## config.mk

```make
export PLATFORM = sky130hd
export DESIGN_NAME = pipe_hazard_unit_flat
export DESIGN_NICKNAME = d
export VERILOG_FILES = /design/src/rtl/hazard_pkg.sv /design/src/rtl/pipe_hazard_unit_if.sv /design/src/rtl/fwd_match.sv /design/src/rtl/pipe_hazard_unit.sv /design/src/flat_wrapper.sv
export SDC_FILE = /design/constraint.sdc
export NUM_CORES = 1
export LEC_CHECK = 0
export CAP_MARGIN = 20
export CORE_MARGIN = 10
export CORE_UTILIZATION = 43
export DETAILED_ROUTE_END_ITERATION = 7
export GPL_ROUTABILITY_DRIVEN = 0
export PLACE_DENSITY = 0.8
export SETUP_SLACK_MARGIN = 0.02
export SYNTH_ARGS = -nofsm -noshare
export SYNTH_HDL_FRONTEND = slang
export SYNTH_HIERARCHICAL = 1
export SYNTH_SLANG_ARGS = --single-unit
```

## constraint.sdc

```tcl
create_clock -name clk -period 1.6 [get_ports clk]
set_input_delay 0.16 -clock clk [delete_from_list [all_inputs] [get_ports clk]]
set_output_delay 0.16 -clock clk [all_outputs]
set_load 0.05 [all_outputs]
```

## src/rtl/hazard_pkg.sv

```systemverilog
// Shared types and helpers for the pipeline hazard/forwarding controller.
// Entry rd width is fixed by HAZ_REG_AW; instantiate with REG_AW equal to it.
package hazard_pkg;

    localparam int unsigned HAZ_REG_AW = 5;
    localparam int unsigned FWD_RF     = 0;

    typedef struct packed {
        logic                  valid;
        logic                  we;
        logic                  load;
        logic [HAZ_REG_AW-1:0] rd;
    } haz_entry_t;

    function automatic int unsigned sel_width(input int unsigned depth);
        return $clog2(depth + 1);
    endfunction

endpackage

```

## src/rtl/pipe_hazard_unit_if.sv

```systemverilog
// Decode-side request and hazard-control response bundle for pipe_hazard_unit.
interface pipe_hazard_unit_if #(
    parameter int unsigned NUM_RD_PORTS = 2,
    parameter int unsigned REG_AW       = hazard_pkg::HAZ_REG_AW,
    parameter int unsigned DEPTH        = 3
);
    localparam int unsigned SELW = hazard_pkg::sel_width(DEPTH);

    logic                           id_valid;
    logic [NUM_RD_PORTS*REG_AW-1:0] id_rs_addr;
    logic [NUM_RD_PORTS-1:0]        id_rs_used;
    logic [REG_AW-1:0]              id_rd_addr;
    logic                           id_rd_we;
    logic                           id_is_load;
    logic                           br_taken;
    logic [NUM_RD_PORTS*SELW-1:0]   fwd_sel;
    logic                           stall_fd;
    logic                           bubble_e;
    logic                           flush;

    modport master (
        output id_valid, id_rs_addr, id_rs_used, id_rd_addr, id_rd_we, id_is_load, br_taken,
        input  fwd_sel, stall_fd, bubble_e, flush
    );

    modport slave (
        input  id_valid, id_rs_addr, id_rs_used, id_rd_addr, id_rd_we, id_is_load, br_taken,
        output fwd_sel, stall_fd, bubble_e, flush
    );

endinterface

```

## src/rtl/fwd_match.sv

```systemverilog
// Priority match of one source register against the in-flight stage entries.
// Youngest producer (lowest stage index) wins; load_hit_o flags a too-young load.
module fwd_match
    import hazard_pkg::*;
#(
    parameter int unsigned DEPTH      = 3,
    parameter int unsigned REG_AW     = HAZ_REG_AW,
    parameter int unsigned LOAD_STAGE = 2,
    parameter int unsigned SELW       = sel_width(DEPTH)
) (
    input  haz_entry_t [DEPTH:1] stages_i,
    input  logic [REG_AW-1:0]    addr_i,
    input  logic                 used_i,
    output logic [SELW-1:0]      sel_o,
    output logic                 load_hit_o
);

    always_comb begin
        sel_o      = SELW'(FWD_RF);
        load_hit_o = 1'b0;
        if (used_i && (addr_i != '0)) begin
            // Scan oldest to youngest so the youngest match is the one left standing.
            for (int k = DEPTH; k >= 1; k--) begin
                if (stages_i[k].valid && stages_i[k].we &&
                    (stages_i[k].rd == HAZ_REG_AW'(addr_i))) begin
                    sel_o      = SELW'(k);
                    load_hit_o = stages_i[k].load && (k < int'(LOAD_STAGE));
                end
            end
        end
    end

endmodule

```

## src/rtl/pipe_hazard_unit.sv

```systemverilog
// Hazard and forwarding controller: tracks in-flight destinations, selects forwarding
// sources, inserts load-use stalls and branch flushes. HAZ_PERF_EN adds perf counters.
module pipe_hazard_unit
    import hazard_pkg::*;
#(
    parameter int unsigned NUM_RD_PORTS = 2,
    parameter int unsigned REG_AW       = HAZ_REG_AW,
    parameter int unsigned DEPTH        = 3,
    parameter int unsigned LOAD_STAGE   = 2,
    parameter int unsigned BR_STAGE     = 2
) (
    input  logic              clk,
    input  logic              reset,
    pipe_hazard_unit_if.slave bus
`ifdef HAZ_PERF_EN
    ,
    output logic [31:0]       perf_stall_cnt,
    output logic [31:0]       perf_flush_cnt
`endif
);

    localparam int unsigned SELW = sel_width(DEPTH);

    haz_entry_t [DEPTH:1]         stage_q, stage_d;
    logic [NUM_RD_PORTS-1:0]      load_hit;
    logic [NUM_RD_PORTS*SELW-1:0] fwd_sel_raw;
    logic                         stall_raw;
    logic                         flush_raw;

    for (genvar p = 0; p < NUM_RD_PORTS; p++) begin : gen_port
        fwd_match #(
            .DEPTH      (DEPTH),
            .REG_AW     (REG_AW),
            .LOAD_STAGE (LOAD_STAGE),
            .SELW       (SELW)
        ) u_fwd_match (
            .stages_i   (stage_q),
            .addr_i     (bus.id_rs_addr[p*REG_AW +: REG_AW]),
            .used_i     (bus.id_rs_used[p]),
            .sel_o      (fwd_sel_raw[p*SELW +: SELW]),
            .load_hit_o (load_hit[p])
        );
    end

    // Flush wins over a simultaneous load-use stall.
    assign flush_raw = bus.br_taken;
    assign stall_raw = bus.id_valid && (|load_hit) && !flush_raw;

    assign bus.fwd_sel  = reset ? fwd_sel_raw : '0;
    assign bus.stall_fd = reset && stall_raw;
    assign bus.bubble_e = reset && stall_raw;
    assign bus.flush    = reset && flush_raw;

    always_comb begin
        stage_d = '0;
        if (bus.id_valid && !stall_raw && !flush_raw) begin
            stage_d[1].valid = 1'b1;
            stage_d[1].we    = bus.id_rd_we;
            stage_d[1].load  = bus.id_is_load;
            stage_d[1].rd    = HAZ_REG_AW'(bus.id_rd_addr);
        end
        for (int k = 2; k <= int'(DEPTH); k++) begin
            stage_d[k] = stage_q[k-1];
            // Wrong-path instructions behind the resolving branch are killed.
            if (flush_raw && (k <= int'(BR_STAGE))) begin
                stage_d[k] = '0;
            end
        end
    end

    always_ff @(posedge clk) begin
        if (!reset) begin
            stage_q <= '0;
        end else begin
            stage_q <= stage_d;
        end
    end

`ifdef HAZ_PERF_EN
    logic [31:0] stall_cnt_q, stall_cnt_d;
    logic [31:0] flush_cnt_q, flush_cnt_d;

    always_comb begin
        stall_cnt_d = stall_cnt_q + {31'd0, stall_raw};
        flush_cnt_d = flush_cnt_q + {31'd0, flush_raw};
    end

    always_ff @(posedge clk) begin
        if (!reset) begin
            stall_cnt_q <= '0;
            flush_cnt_q <= '0;
        end else begin
            stall_cnt_q <= stall_cnt_d;
            flush_cnt_q <= flush_cnt_d;
        end
    end

    assign perf_stall_cnt = stall_cnt_q;
    assign perf_flush_cnt = flush_cnt_q;
`endif

endmodule

```

## src/flat_wrapper.sv

```systemverilog
// flat-port wrapper written by rule: the top's interface ports become plain ports
module pipe_hazard_unit_flat import hazard_pkg::*;
#(
    parameter int unsigned NUM_RD_PORTS = 2,
    parameter int unsigned REG_AW       = HAZ_REG_AW,
    parameter int unsigned DEPTH        = 3,
    parameter int unsigned LOAD_STAGE   = 2,
    parameter int unsigned BR_STAGE     = 2
)
  (clk, reset, bus_id_valid, bus_id_rs_addr, bus_id_rs_used, bus_id_rd_addr, bus_id_rd_we, bus_id_is_load, bus_br_taken, bus_fwd_sel, bus_stall_fd, bus_bubble_e, bus_flush);
  pipe_hazard_unit_if #(.NUM_RD_PORTS(NUM_RD_PORTS), .REG_AW(REG_AW), .DEPTH(DEPTH)) bus_i ();
  input  logic clk;
  input  logic reset;
  input wire logic [$bits(bus_i.id_valid)-1:0] bus_id_valid;
  input wire logic [$bits(bus_i.id_rs_addr)-1:0] bus_id_rs_addr;
  input wire logic [$bits(bus_i.id_rs_used)-1:0] bus_id_rs_used;
  input wire logic [$bits(bus_i.id_rd_addr)-1:0] bus_id_rd_addr;
  input wire logic [$bits(bus_i.id_rd_we)-1:0] bus_id_rd_we;
  input wire logic [$bits(bus_i.id_is_load)-1:0] bus_id_is_load;
  input wire logic [$bits(bus_i.br_taken)-1:0] bus_br_taken;
  output wire logic [$bits(bus_i.fwd_sel)-1:0] bus_fwd_sel;
  output wire logic [$bits(bus_i.stall_fd)-1:0] bus_stall_fd;
  output wire logic [$bits(bus_i.bubble_e)-1:0] bus_bubble_e;
  output wire logic [$bits(bus_i.flush)-1:0] bus_flush;
  assign bus_i.id_valid = bus_id_valid;
  assign bus_i.id_rs_addr = bus_id_rs_addr;
  assign bus_i.id_rs_used = bus_id_rs_used;
  assign bus_i.id_rd_addr = bus_id_rd_addr;
  assign bus_i.id_rd_we = bus_id_rd_we;
  assign bus_i.id_is_load = bus_id_is_load;
  assign bus_i.br_taken = bus_br_taken;
  assign bus_fwd_sel = bus_i.fwd_sel;
  assign bus_stall_fd = bus_i.stall_fd;
  assign bus_bubble_e = bus_i.bubble_e;
  assign bus_flush = bus_i.flush;
  pipe_hazard_unit #(.NUM_RD_PORTS(NUM_RD_PORTS), .REG_AW(REG_AW), .DEPTH(DEPTH), .LOAD_STAGE(LOAD_STAGE), .BR_STAGE(BR_STAGE)) u_core (.clk(clk), .reset(reset), .bus(bus_i));
endmodule
```

# Yosys cells after proc, flatten, opt, wreduce, memory -nomap -nowiden

Index checks and enable logic that the tools add are counted.

Bits in registers: 22
Latch bits: 0
RAM bits: 0
Memory bits (read-only): 0
Input bits: 23
Logic and storage cells: 55
Memories kept: 0

Add/sub/neg operators: 0
Multipliers: 0
Div/mod/pow operators: 0
Magnitude comparators: 0
Eq/ne operators: 6
Shifts and indexed selects: 0
Multiplexer cells: 14
Bitwise gates (word level): 1
Reductions and logical operators: 24

Operators with widths:

| cell                | count |
|---|---|
| 5-bit equality test | 6 |
| 1-bit logical AND   | 17 |
| 2-bit 2-to-1 mux    | 8 |
| 5-bit nonzero test  | 2 |
| 8-bit 2-to-1 mux    | 1 |
| 1-bit 2-to-1 mux    | 4 |
| 4-bit 2-to-1 mux    | 1 |
| 2-bit OR reduction  | 2 |
| 1-bit zero test     | 2 |
| 2-bit AND reduction | 1 |
| 1-bit inverter      | 1 |

# Depth between registers and ports, before layout

Gate-level depths: netlist of the first run.

Depth in word-level cells: 11
Depth in mapped cells: 7
Depth with buffers taken out: 6

# Modules after synthesis

The synthesis of the first run kept the hierarchy.

By module, submodules not included:

| module           | instances | cells each | area each (um2) | seq. area each (um2) |
|---|---|---|---|---|
| pipe_hazard_unit | 1         | 60         | 772.0           | 480.5 |
| fwd_match        | 2         | 30         | 219.0           | 0.0 |

# Worst setup path after synthesis of the first run

Ideal clock, no wire load.

Path type: input to output
Start: input bus_id_rs_addr[7]
End: output bus_stall_fd
Arrival time: 1.721 ns
Required time: 1.440 ns
Slack: -0.281 ns
Stages on the path: 6
Buffers on the path: 1
Cell sequence: or4_1 -> o21ai_2 -> inv_1 -> and3_1 -> o211a_1 -> buf_4

Cells in the longest elaborated chain, start to end: 8
Elaborated cells on any way between the ends: 10

RTL lines:

| element                          | RTL line               | text |
|---|---|---|
| start, declared                  | flat_wrapper.sv:15     | `input wire logic [$bits(bus_i.id_rs_addr)-1:0] bus_id_rs_addr;` |
| 5-bit equality test              | fwd_match.sv:25        | `(stages_i[k].rd == HAZ_REG_AW'(addr_i))) begin` |
| 1-bit logical AND                | fwd_match.sv:24        | `if (stages_i[k].valid && stages_i[k].we &&` |
| 1-bit 2-to-1 mux                 | fwd_match.sv:24        |  |
| 1-bit 2-to-1 mux *               | fwd_match.sv:21        | `if (used_i && (addr_i != '0)) begin` |
| net u_core.load_hit[1]           | pipe_hazard_unit.sv:25 | `logic [NUM_RD_PORTS-1:0] load_hit;` |
| 2-bit OR reduction *             | pipe_hazard_unit.sv:47 | `assign stall_raw = bus.id_valid && (\|load_hit) && !flush_raw;` |
| 1-bit logical AND * (2 in a row) | pipe_hazard_unit.sv:47 |  |
| 1-bit logical AND *              | --                     |  |
| end, declared                    | flat_wrapper.sv:22     | `output wire logic [$bits(bus_i.stall_fd)-1:0] bus_stall_fd;` |

The timed path passes the listed nets; every way through them passes the cells marked *.

# Worst setup path after layout of the first run

Start: register u_core/stage_q[20] (netlist bit)
End: output bus_fwd_sel[2]

Cells in the longest elaborated chain, start to end: 7

RTL lines:

| element                       | RTL line               | text |
|---|---|---|
| start, declared               | pipe_hazard_unit.sv:24 | `haz_entry_t [DEPTH:1] stage_q, stage_d;` |
| start signal, assigned        | pipe_hazard_unit.sv:75 | `stage_q <= stage_d;` |
| 5-bit equality test           | fwd_match.sv:25        |  |
| 1-bit logical AND             | fwd_match.sv:24        |  |
| 2-bit 2-to-1 mux (3 in a row) | fwd_match.sv:24        |  |
| 2-bit 2-to-1 mux              | fwd_match.sv:21        |  |
| net u_core.fwd_sel_raw[2]     | pipe_hazard_unit.sv:26 | `logic [NUM_RD_PORTS*SELW-1:0] fwd_sel_raw;` |
| 4-bit 2-to-1 mux              | pipe_hazard_unit.sv:49 | `assign bus.fwd_sel = reset ? fwd_sel_raw : '0;` |
| end, declared                 | flat_wrapper.sv:21     | `output wire logic [$bits(bus_i.fwd_sel)-1:0] bus_fwd_sel;` |

The timed path passes the listed nets, and every way through them passes these cells.

==> results.ini, run 1 <==
[status]
status=finished, violations left
violations=negative setup slack

[routing]
wl_per_cell_um=17.6
ant_nets=0
drc=0
drt_wl_total_mm=3.52
drt_first_pass_iters=4
vias_per_cell=5.22
drt_iter0_markers=52
vias=1044

[sta]
grt_setup_unrepaired=yes
fin_crit_sh_pct=127
setup_viol_count_final=14
slew_viol_final=0
worst_slack_ns=-0.435
slew_headroom_pct=81.8
tightest_slew_ns=0.270
fmax_mhz=491
final_hold_viol_count=0
tns_ns=-2.70
period_minus_slack_ns=2.03
skew_ns=0.00829

[critical_path]
rr_endpoint=u_core/stage_q[1]$_SDFF_PN0_
crit_path_top_delay_cell=dfxtp_2
critPathArrivalTime_ns=1.87
critPathKind=flip-flop to primary output
critPathMaxStageDelay_ns=0.36
crit_path_start=u_core/stage_q[20]$_SDFF_PN0_
cp-end-kind=primary output
r2r-start=u_core/stage_q[4]$_SDFF_PN0_
reg2reg_slack_ns=-0.09
crit_required_ns=1.44
cp-start-kind=flip-flop
endpoint=bus_fwd_sel[2]
path_cells=xor2_1 > nor4_2 > buf_4 > buf_6 > a31oi_1 > nor2_1 > and2_4 > buf_12
worstRegToRegCells=8
crit_fanout=2

[finish]
drive_gt1_share_pct=51.2
areaGrowthSynthToFinish_pct=61.7
finalNonFillerCells=200
fin_nets=194
antennaDiodeCount=0
post-route-util_pct=74.2

[clocking]
cts.sinks=22
numCtsBuffers=3
cts_tree=done
cts-root-buf=clkbuf_4
cts_max_path_buffers=2
cts_htree_levels=1
clock_latency_ns=0.30
cts.clk_slew.worst_paths_ns=0.13

[power_and_ir_drop]
power_leakage_nw=0.776
p_per_area_nw_per_um2=584
power_mw=1.09
peakVddDrop_uv=406

[die]
start_util_pct=45.9
core-area_um2=2520
die-width_um=71.9
ios=30
num_rows=18
die_area_um2=5170
die_h_um=71.9

[hold_path]
min_path_type=primary input to flip-flop

[placement]
numPortBuffers=29
dp_hpwl_mm=2.60
dp_cells=190

[logic_synthesis]
synth.avg_cell_area_um2=9.98
synth_nets=139
synthCells=116
netlist_area_um2=1160
yosys_warnings=6

[global_routing]
antenna_found_initial=0
grt_use_total_pct=13.5
grt_overflow=0
grt_pass1_vias=1164
grt_pass1_wl_mm=5.60
grt_max_degree=13

[flow_run]
cap_violations=0

==> flip-flops by register name, summed over array words and instances, names as in the netlist <==
signal          cells
u_core/stage_q     15
u_core/stage_d      7
==> power breakdown <==
group	internal (mW)	leakage [nW]	switching, mW
Sequential	0.554	0.183	0.00847
Clock	0.139	0.0210	0.166
Combinational	0.128	0.572	0.0989
Total	0.821	0.776	0.273
==> layer usage <==
layer  GRT usage, %  share of wire (%)  vias up
li1               -                  -      502
met1           13.6                 38      507
met2           25.4                 55       29
met3           3.99                5.2        6
met4           4.52                1.5        0
met5              0                  0        -
==> what timing repair did <==
item / 4_1_cts / 5_1_grt
pin swaps: 19 / 10
hold buffers: 0 / 0
setup buffers: 5 / 1
setup endpoints to repair: 14 / 14
gates resized for setup: 42 / 29
==> worst min-delay path by stage <==
stage | startpoint | endpoint | slack (ns) | cells after the start
2_1_floorplan | reset | u_core/stage_q[18]$_SDFF_PN0_ | 0.30 | 1
3_3_place_gp | u_core/stage_q[7]$_SDFF_PN0_ | u_core/stage_d[23]$_SDFF_PP0_ | 0.47 | 1
3_5_place_dp | u_core/stage_d[23]$_SDFF_PP0_ | u_core/stage_q[23]$_SDFF_PN0_ | 0.48 | 1
4_1_cts | bus_id_rd_addr[3] | u_core/stage_q[3]$_SDFF_PN0_ | 0.40 | 2
5_1_grt | bus_id_rd_addr[4] | u_core/stage_q[4]$_SDFF_PN0_ | 0.39 | 2
6_report | bus_id_rd_addr[3] | u_core/stage_q[3]$_SDFF_PN0_ | 0.41 | 2
==> final cells by class <==
type | instances | area [um2]
inverter | 2 | 7.51
timing repair buffer | 54 | 518
fill | 181 | 651
sequential | 22 | 457
multi-input combinational | 88 | 816
clock buffer | 4 | 36.3
tap | 30 | 37.5
==> per-stage QoR <==
step | setup slack, ns | cell area, um2 | hold slack (ns)
floorplan | -0.0835 | 1190 | 0.296
global placement | -0.518 | 1650 | 0.471
detailed placement | -0.668 | 1650 | 0.480
CTS | -0.441 | 1820 | 0.405
global route | -0.562 | 1870 | 0.395
finish | -0.435 | 1870 | 0.412
==> placed cells by master (no fill, tap or decap), types with 2 or more instances in the layout <==
| cell type | count |
|---|---|
| or4_4 | 2 |
| buf_8 | 4 |
| clkdlybuf4s50_1 | 13 |
| buf_6 | 5 |
| dfxtp_4 | 2 |
| clkbuf_4 | 3 |
| o21ai_4 | 2 |
| nor2_1 | 3 |
| nand4_1 | 4 |
| dfxtp_1 | 13 |
| and3_1 | 2 |
| dfxtp_2 | 7 |
| inv_1 | 2 |
| clkbuf_2 | 7 |
| a31oi_1 | 2 |
| nand3_1 | 2 |
| and2_1 | 13 |
| buf_4 | 19 |
| and2_4 | 4 |
| xor2_1 | 16 |
| xnor2_2 | 4 |
| xnor2_1 | 10 |
| nor3b_2 | 7 |
| nor4_2 | 3 |
| a211oi_2 | 2 |
| buf_12 | 4 |
| and2_2 | 2 |
| and3_4 | 2 |
==> critical path, delay by kind of cell (launching register included) <==
family          cells  cell delay [ns]
compound gates      1             0.07
simple gates        3             0.61
buf+inv             3             0.39
xor+xnor            1             0.15
flops               1             0.36
No activity file was read; power rests on OpenSTA's default activity.
==> run 2: changes to the inputs <==
--- a/config.mk
+++ b/config.mk
@@ -5,12 +5,13 @@
 export SDC_FILE = /design/constraint.sdc
 export NUM_CORES = 1
 export LEC_CHECK = 0
-export CAP_MARGIN = 20
+export ABC_AREA = 1
+export CORE_ASPECT_RATIO = 1.75
 export CORE_MARGIN = 10
-export CORE_UTILIZATION = 43
+export CORE_UTILIZATION = 45
 export DETAILED_ROUTE_END_ITERATION = 7
 export GPL_ROUTABILITY_DRIVEN = 0
-export PLACE_DENSITY = 0.8
+export PLACE_DENSITY = 0.81
 export SETUP_SLACK_MARGIN = 0.02
 export SYNTH_ARGS = -nofsm -noshare
 export SYNTH_HDL_FRONTEND = slang
==> run 2 against run 1 <==
Net effect:
- the flow still finishes with violations (negative setup slack)
- first-iteration DRC count up 94%
- final area up 4.3%
- fmax up 11%
- clock skew down 0.0062 ns
- clock power up 69%
- critical path depth unchanged
- sequential share of layout area down 1.0 points
- cell count up 53%
- synthesized cell count up 100%
- hold slack about the same
- critical endpoint is now bus_bubble_e
- largest cell class unchanged
==> results.ini, run 2 <==
[critical_path]
rr_endpoint=u_core/stage_q[0]$_SDFF_PN0_
crit_fanout=5
worstRegToRegCells=10
cp-start-kind=flip-flop
cp-end-kind=primary output
reg2reg_slack_ns=0.08
critPathArrivalTime_ns=1.68
r2r-start=u_core/stage_q[3]$_SDFF_PN0_
critPathMaxStageDelay_ns=0.35
crit_required_ns=1.44
crit_path_start=u_core/stage_q[4]$_SDFF_PN0_
crit_path_top_delay_cell=dfxtp_2
critPathKind=flip-flop to primary output
path_cells=nand2_1 > nand3_1 > nor2_1 > nand3_1 > nor2_1 > inv_1 > a21oi_4 > buf_12

[clocking]
numCtsBuffers=3
cts.sinks=22
clock_latency_ns=0.26
cts-root-buf=clkbuf_8
cts_tree=done
cts.clk_slew.worst_paths_ns=0.08
ctsHoldBuffers=0
cts_max_path_buffers=2
cts_htree_levels=1

[placement]
numPortBuffers=29
dp_hpwl_mm=2.84
dp_worst_setup_slack_ns=-0.311

[status]
violations=negative setup slack
status=finished, violations left

[logic_synthesis]
synth.avg_cell_area_um2=5.68
synthCells=236
yosys_warnings=6
synth_nets=259
netlist_area_um2=1340

[die]
die-width_um=61.3
die_area_um2=5650
start_util_pct=46.3
core-area_um2=2900
ios=30
die_h_um=92.2
num_rows=26

[power_and_ir_drop]
peakVddDrop_uv=905
p_clk_share_pct=40.5
internal_power_mw=0.978
power_frac_seq_pct=44.6
power_leakage_nw=0.971
p_per_area_nw_per_um2=650
p_comb_share_pct=14.9
switching_share_pct=22.8
power.switching_mw=0.290

[sta]
tns_ns=-1.08
slew_headroom_pct=81.5
fin_crit_sh_pct=115
grt_setup_unrepaired=yes
setup_viol_count_final=6
tightest_slew_ns=0.277
worst_slack_ns=-0.236
period_minus_slack_ns=1.84
final_hold_viol_count=0
slew_viol_final=0
skew_ns=0.00207
fmax_mhz=545
hold_ws_ns=0.412

[hold_path]
whs_endpoint=u_core/stage_q[4]$_SDFF_PN0_
min_path_type=primary input to flip-flop
min-delay-start=bus_id_rd_addr[4]
holdPathStages=3

[global_routing]
grt_pass1_wl_mm=5.93
antenna_found_initial=0
grt_max_degree=14
grt_use_total_pct=13.5
grt_overflow=0
grt_pass1_vias=1472

[finish]
regMostFlops=u_core/stage_q
layout_common_cells=80 x nand2_1, 45 x inv_1, 29 x nor2_1, 14 x inv_2, 12 x clkdlybuf4s50_1
final_common_cell=nand2_1
drive_gt1_share_pct=23.0
largest_reg_flops=15
post-route-util_pct=67.4
fin_nets=302
areaGrowthSynthToFinish_pct=45.7
antennaDiodeCount=0

[routing]
wl_per_cell_um=12.8
ant_nets=0
drt_wl_total_mm=3.91
vias_per_cell=5.06
drt_iter0_markers=101
vias=1548
drt_first_pass_iters=4
drc=0

[flow_run]
cap_violations=0

## run 2: power groups by stage
stage | Clock [mW] | Combinational, mW | Sequential, mW
after floorplan | 0 | 0.0810 | 0.575
after global placement | 0 | 0.182 | 0.578
after detailed placement | 0 | 0.184 | 0.578
after CTS | 0.522 | 0.181 | 0.566
after global routing | 0.538 | 0.208 | 0.567
final | 0.514 | 0.189 | 0.566
## run 2: what timing repair did
| action | CTS | global route |
|---|---|---|
| pin swaps | 14 | 13 |
| gates resized for setup | 28 | 18 |
| buffers inserted | 2 | 1 |
| cloned | 0 | 0 |
| setup endpoints to repair | 13 | 14 |
## run 2: layout make-up
type,instances,area [um2]
fillers,238,943
multi-input cells,153,737
flip-flops and latches,22,457
repair buffers,40,430
inverters,59,221
clock buffers,3,41.3
well taps,28,35.0
clock inverters,1,30.0
## run 2: metal layers
layer	part of all wire, %	up-vias	global-route usage [%]
met3	7.7	30	4.14
met2	53	83	23.8
met4	6.2	0	9.20
met5	0	-	0
li1	-	769	-
met1	33	666	12.4
## run 2: worst max-delay path by stage
stage,endpoint,cells after the start
CTS,bus_fwd_sel[1],10
floorplan,bus_stall_fd,7
finish,bus_bubble_e,8
global placement,bus_stall_fd,10
global route,bus_fwd_sel[1],9
detailed placement,bus_stall_fd,10
## run 2: worst max-delay path: cells and delay by family (launching register included)
family | cells | cell delay (ns)
AND/OR/NAND/NOR | 5 | 0.58
flip-flops | 1 | 0.35
AO/OA/AOI/OAI | 1 | 0.21
buffers and inverters | 2 | 0.27
## run 2: through the flow
step / instances / total power [mW] / instance area [um2]
after floorplan: 236 / 0.656 / 1360
after global placement: 299 / 0.760 / 1790
after detailed placement: 299 / 0.762 / 1790
after CTS: 305 / 1.27 / 1900
after global routing: 306 / 1.31 / 1950
final: 306 / 1.27 / 1950
==> run 3: changes to the inputs <==
--- a/config.mk
+++ b/config.mk
@@ -11,7 +11,7 @@
 export CORE_UTILIZATION = 45
 export DETAILED_ROUTE_END_ITERATION = 7
 export GPL_ROUTABILITY_DRIVEN = 0
-export PLACE_DENSITY = 0.81
+export PLACE_DENSITY = 0.75
 export SETUP_SLACK_MARGIN = 0.02
 export SYNTH_ARGS = -nofsm -noshare
 export SYNTH_HDL_FRONTEND = slang
==> run 3 against run 2 <==
Net effect:
- the run still ends with negative setup slack left
- sequential power about the same
- sequential cell count unchanged
- critical endpoint unchanged
- final area up 0.19%
- largest power group unchanged
==> results.ini, run 3 (synthesis results as in run 2) <==
[critical_path]
critPathKind=flip-flop to primary output
worstRegToRegCells=8
crit_fanout=5
path_depth=8
cp-end-kind=primary output
cp.buffers_inverters=2
rr_endpoint=u_core/stage_q[3]$_SDFF_PN0_
crit_path_top_delay_cell=dfxtp_4
reg2reg_slack_ns=0.18
critPathArrivalTime_ns=1.62
path_cells=nand2_2 > nand3_2 > nor2_2 > nand3_2 > nor2_2 > inv_2 > a21oi_4 > buf_12
path_delay_family=simple AND/OR/NAND/NOR gates
endpoint=bus_bubble_e
crit_path_start=u_core/stage_q[4]$_SDFF_PN0_
cp-start-kind=flip-flop
r2r-start=u_core/stage_q[4]$_SDFF_PN0_
crit_required_ns=1.44
critPathMaxStageDelay_ns=0.37

[global_routing]
grt_pass1_vias=1425
grt_overflow=0
grt_pass1_wl_mm=6.00
grt_use_total_pct=13.7
grt_max_degree=14
antenna_found_initial=0

[finish]
areaGrowthSynthToFinish_pct=45.9
drive_gt1_share_pct=25.6
fin_nets=301
final_common_cell=nand2_1
design_area_um2=1960
regMostFlops=u_core/stage_q
largest_reg_flops=15
finalNonFillerCells=305
layout_common_cells=74 x nand2_1, 44 x inv_1, 29 x nor2_1, 15 x inv_2, 12 x clkdlybuf4s50_1
antennaDiodeCount=0

[die]
num_rows=26
core-area_um2=2900
die_h_um=92.2
die-width_um=61.3
ios=30
die_area_um2=5650
start_util_pct=46.3

[status]
violations=negative setup slack
status=finished, violations left

[power_and_ir_drop]
peakVddDrop_uv=827
power_leakage_nw=0.962
power_mw=1.27
p_per_area_nw_per_um2=651

[clocking]
cts.sinks=22
cts-root-buf=clkbuf_8
ctsHoldBuffers=0
clock_latency_ns=0.27
numCtsBuffers=3
cts_tree=done
cts_htree_levels=1
cts.clk_slew.worst_paths_ns=0.09
cts_max_path_buffers=2

[placement]
dp_cells=299
numPortBuffers=29
dp_hpwl_mm=2.91
post_dp_cell_area_um2=1790
dp_worst_setup_slack_ns=-0.309

[sta]
final_hold_viol_count=0
fin_crit_sh_pct=111
hold_ws_ns=0.410
fmax_mhz=562
grt_setup_unrepaired=yes
skew_ns=0.00730
setup_viol_count_final=6
slew_headroom_pct=80.7
slew_viol_final=0
worst_slack_ns=-0.179
tightest_slew_ns=0.289
period_minus_slack_ns=1.78

[routing]
ant_nets=0
vias=1501
drc=0
drt_iter0_markers=58
vias_per_cell=4.92
drt_wl_total_mm=3.79
wl_per_cell_um=12.4
drt_first_pass_iters=5

[flow_run]
cap_violations=0

[hold_path]
holdPathStages=3
min_path_type=primary input to flip-flop

## run 3: cell count changes in the layout (fill, tap and decap cells not counted), moves of 2 or more
cell,change
nand2_2,+7
nand2_1,-6
dfxtp_4,+2
dfxtp_1,-2
## run 3: how the worst min path moves through the flow
stage                               endpoint                     startpoint
2_1_floorplan  u_core/stage_q[18]$_SDFF_PN0_                          reset
3_3_place_gp   u_core/stage_q[23]$_SDFF_PN0_  u_core/stage_d[23]$_SDFF_PP0_
3_5_place_dp   u_core/stage_q[23]$_SDFF_PN0_  u_core/stage_d[23]$_SDFF_PP0_
4_1_cts         u_core/stage_q[2]$_SDFF_PN0_              bus_id_rd_addr[2]
5_1_grt         u_core/stage_q[1]$_SDFF_PN0_              bus_id_rd_addr[1]
6_report        u_core/stage_q[2]$_SDFF_PN0_              bus_id_rd_addr[2]
## run 3: stage by stage
step,setup TNS [ns],util [%]
3_5_place_dp,-3.39,62.0
4_1_cts,-0.798,65.2
2_1_floorplan,0,-
5_1_grt,-1.62,67.5
3_3_place_gp,-3.24,62.0
6_report,-0.840,67.5
## run 3: tightest hold or removal path, cell delays in order
cell and delay, ns:
clkdlybuf4s50_1 0.40, inv_1 0.05, nor3_1 0.04
## run 3: layer usage
layer	vias up	global-route usage [%]	part of all wire (%)
met5	-	0	0
met4	0	6.90	3.0
li1	768	-	-
met2	63	24.9	56
met1	657	13.0	34
met3	13	3.59	7.0
## run 3: final cells by class
cell class,count,area (um2)
well taps,28,35.0
inverters,59,221
clock inverters,1,30.0
clock buffers,3,41.3
flip-flops and latches,22,464
repair buffers,39,423
fillers,256,940
multi-input cells,153,741
## run 3: power breakdown
part           leakage (nW)  internal [mW]  switching, mW
clock                0.0357          0.334          0.187
sequential            0.185          0.552         0.0102
combinational         0.741         0.0892          0.101
total                 0.962          0.976          0.297
## run 3: timing repair
action	CTS	global route
pin swaps	13	13
gates cloned	0	0
resized for setup	29	27
setup buffers	1	1
setup endpoints to repair	13	7
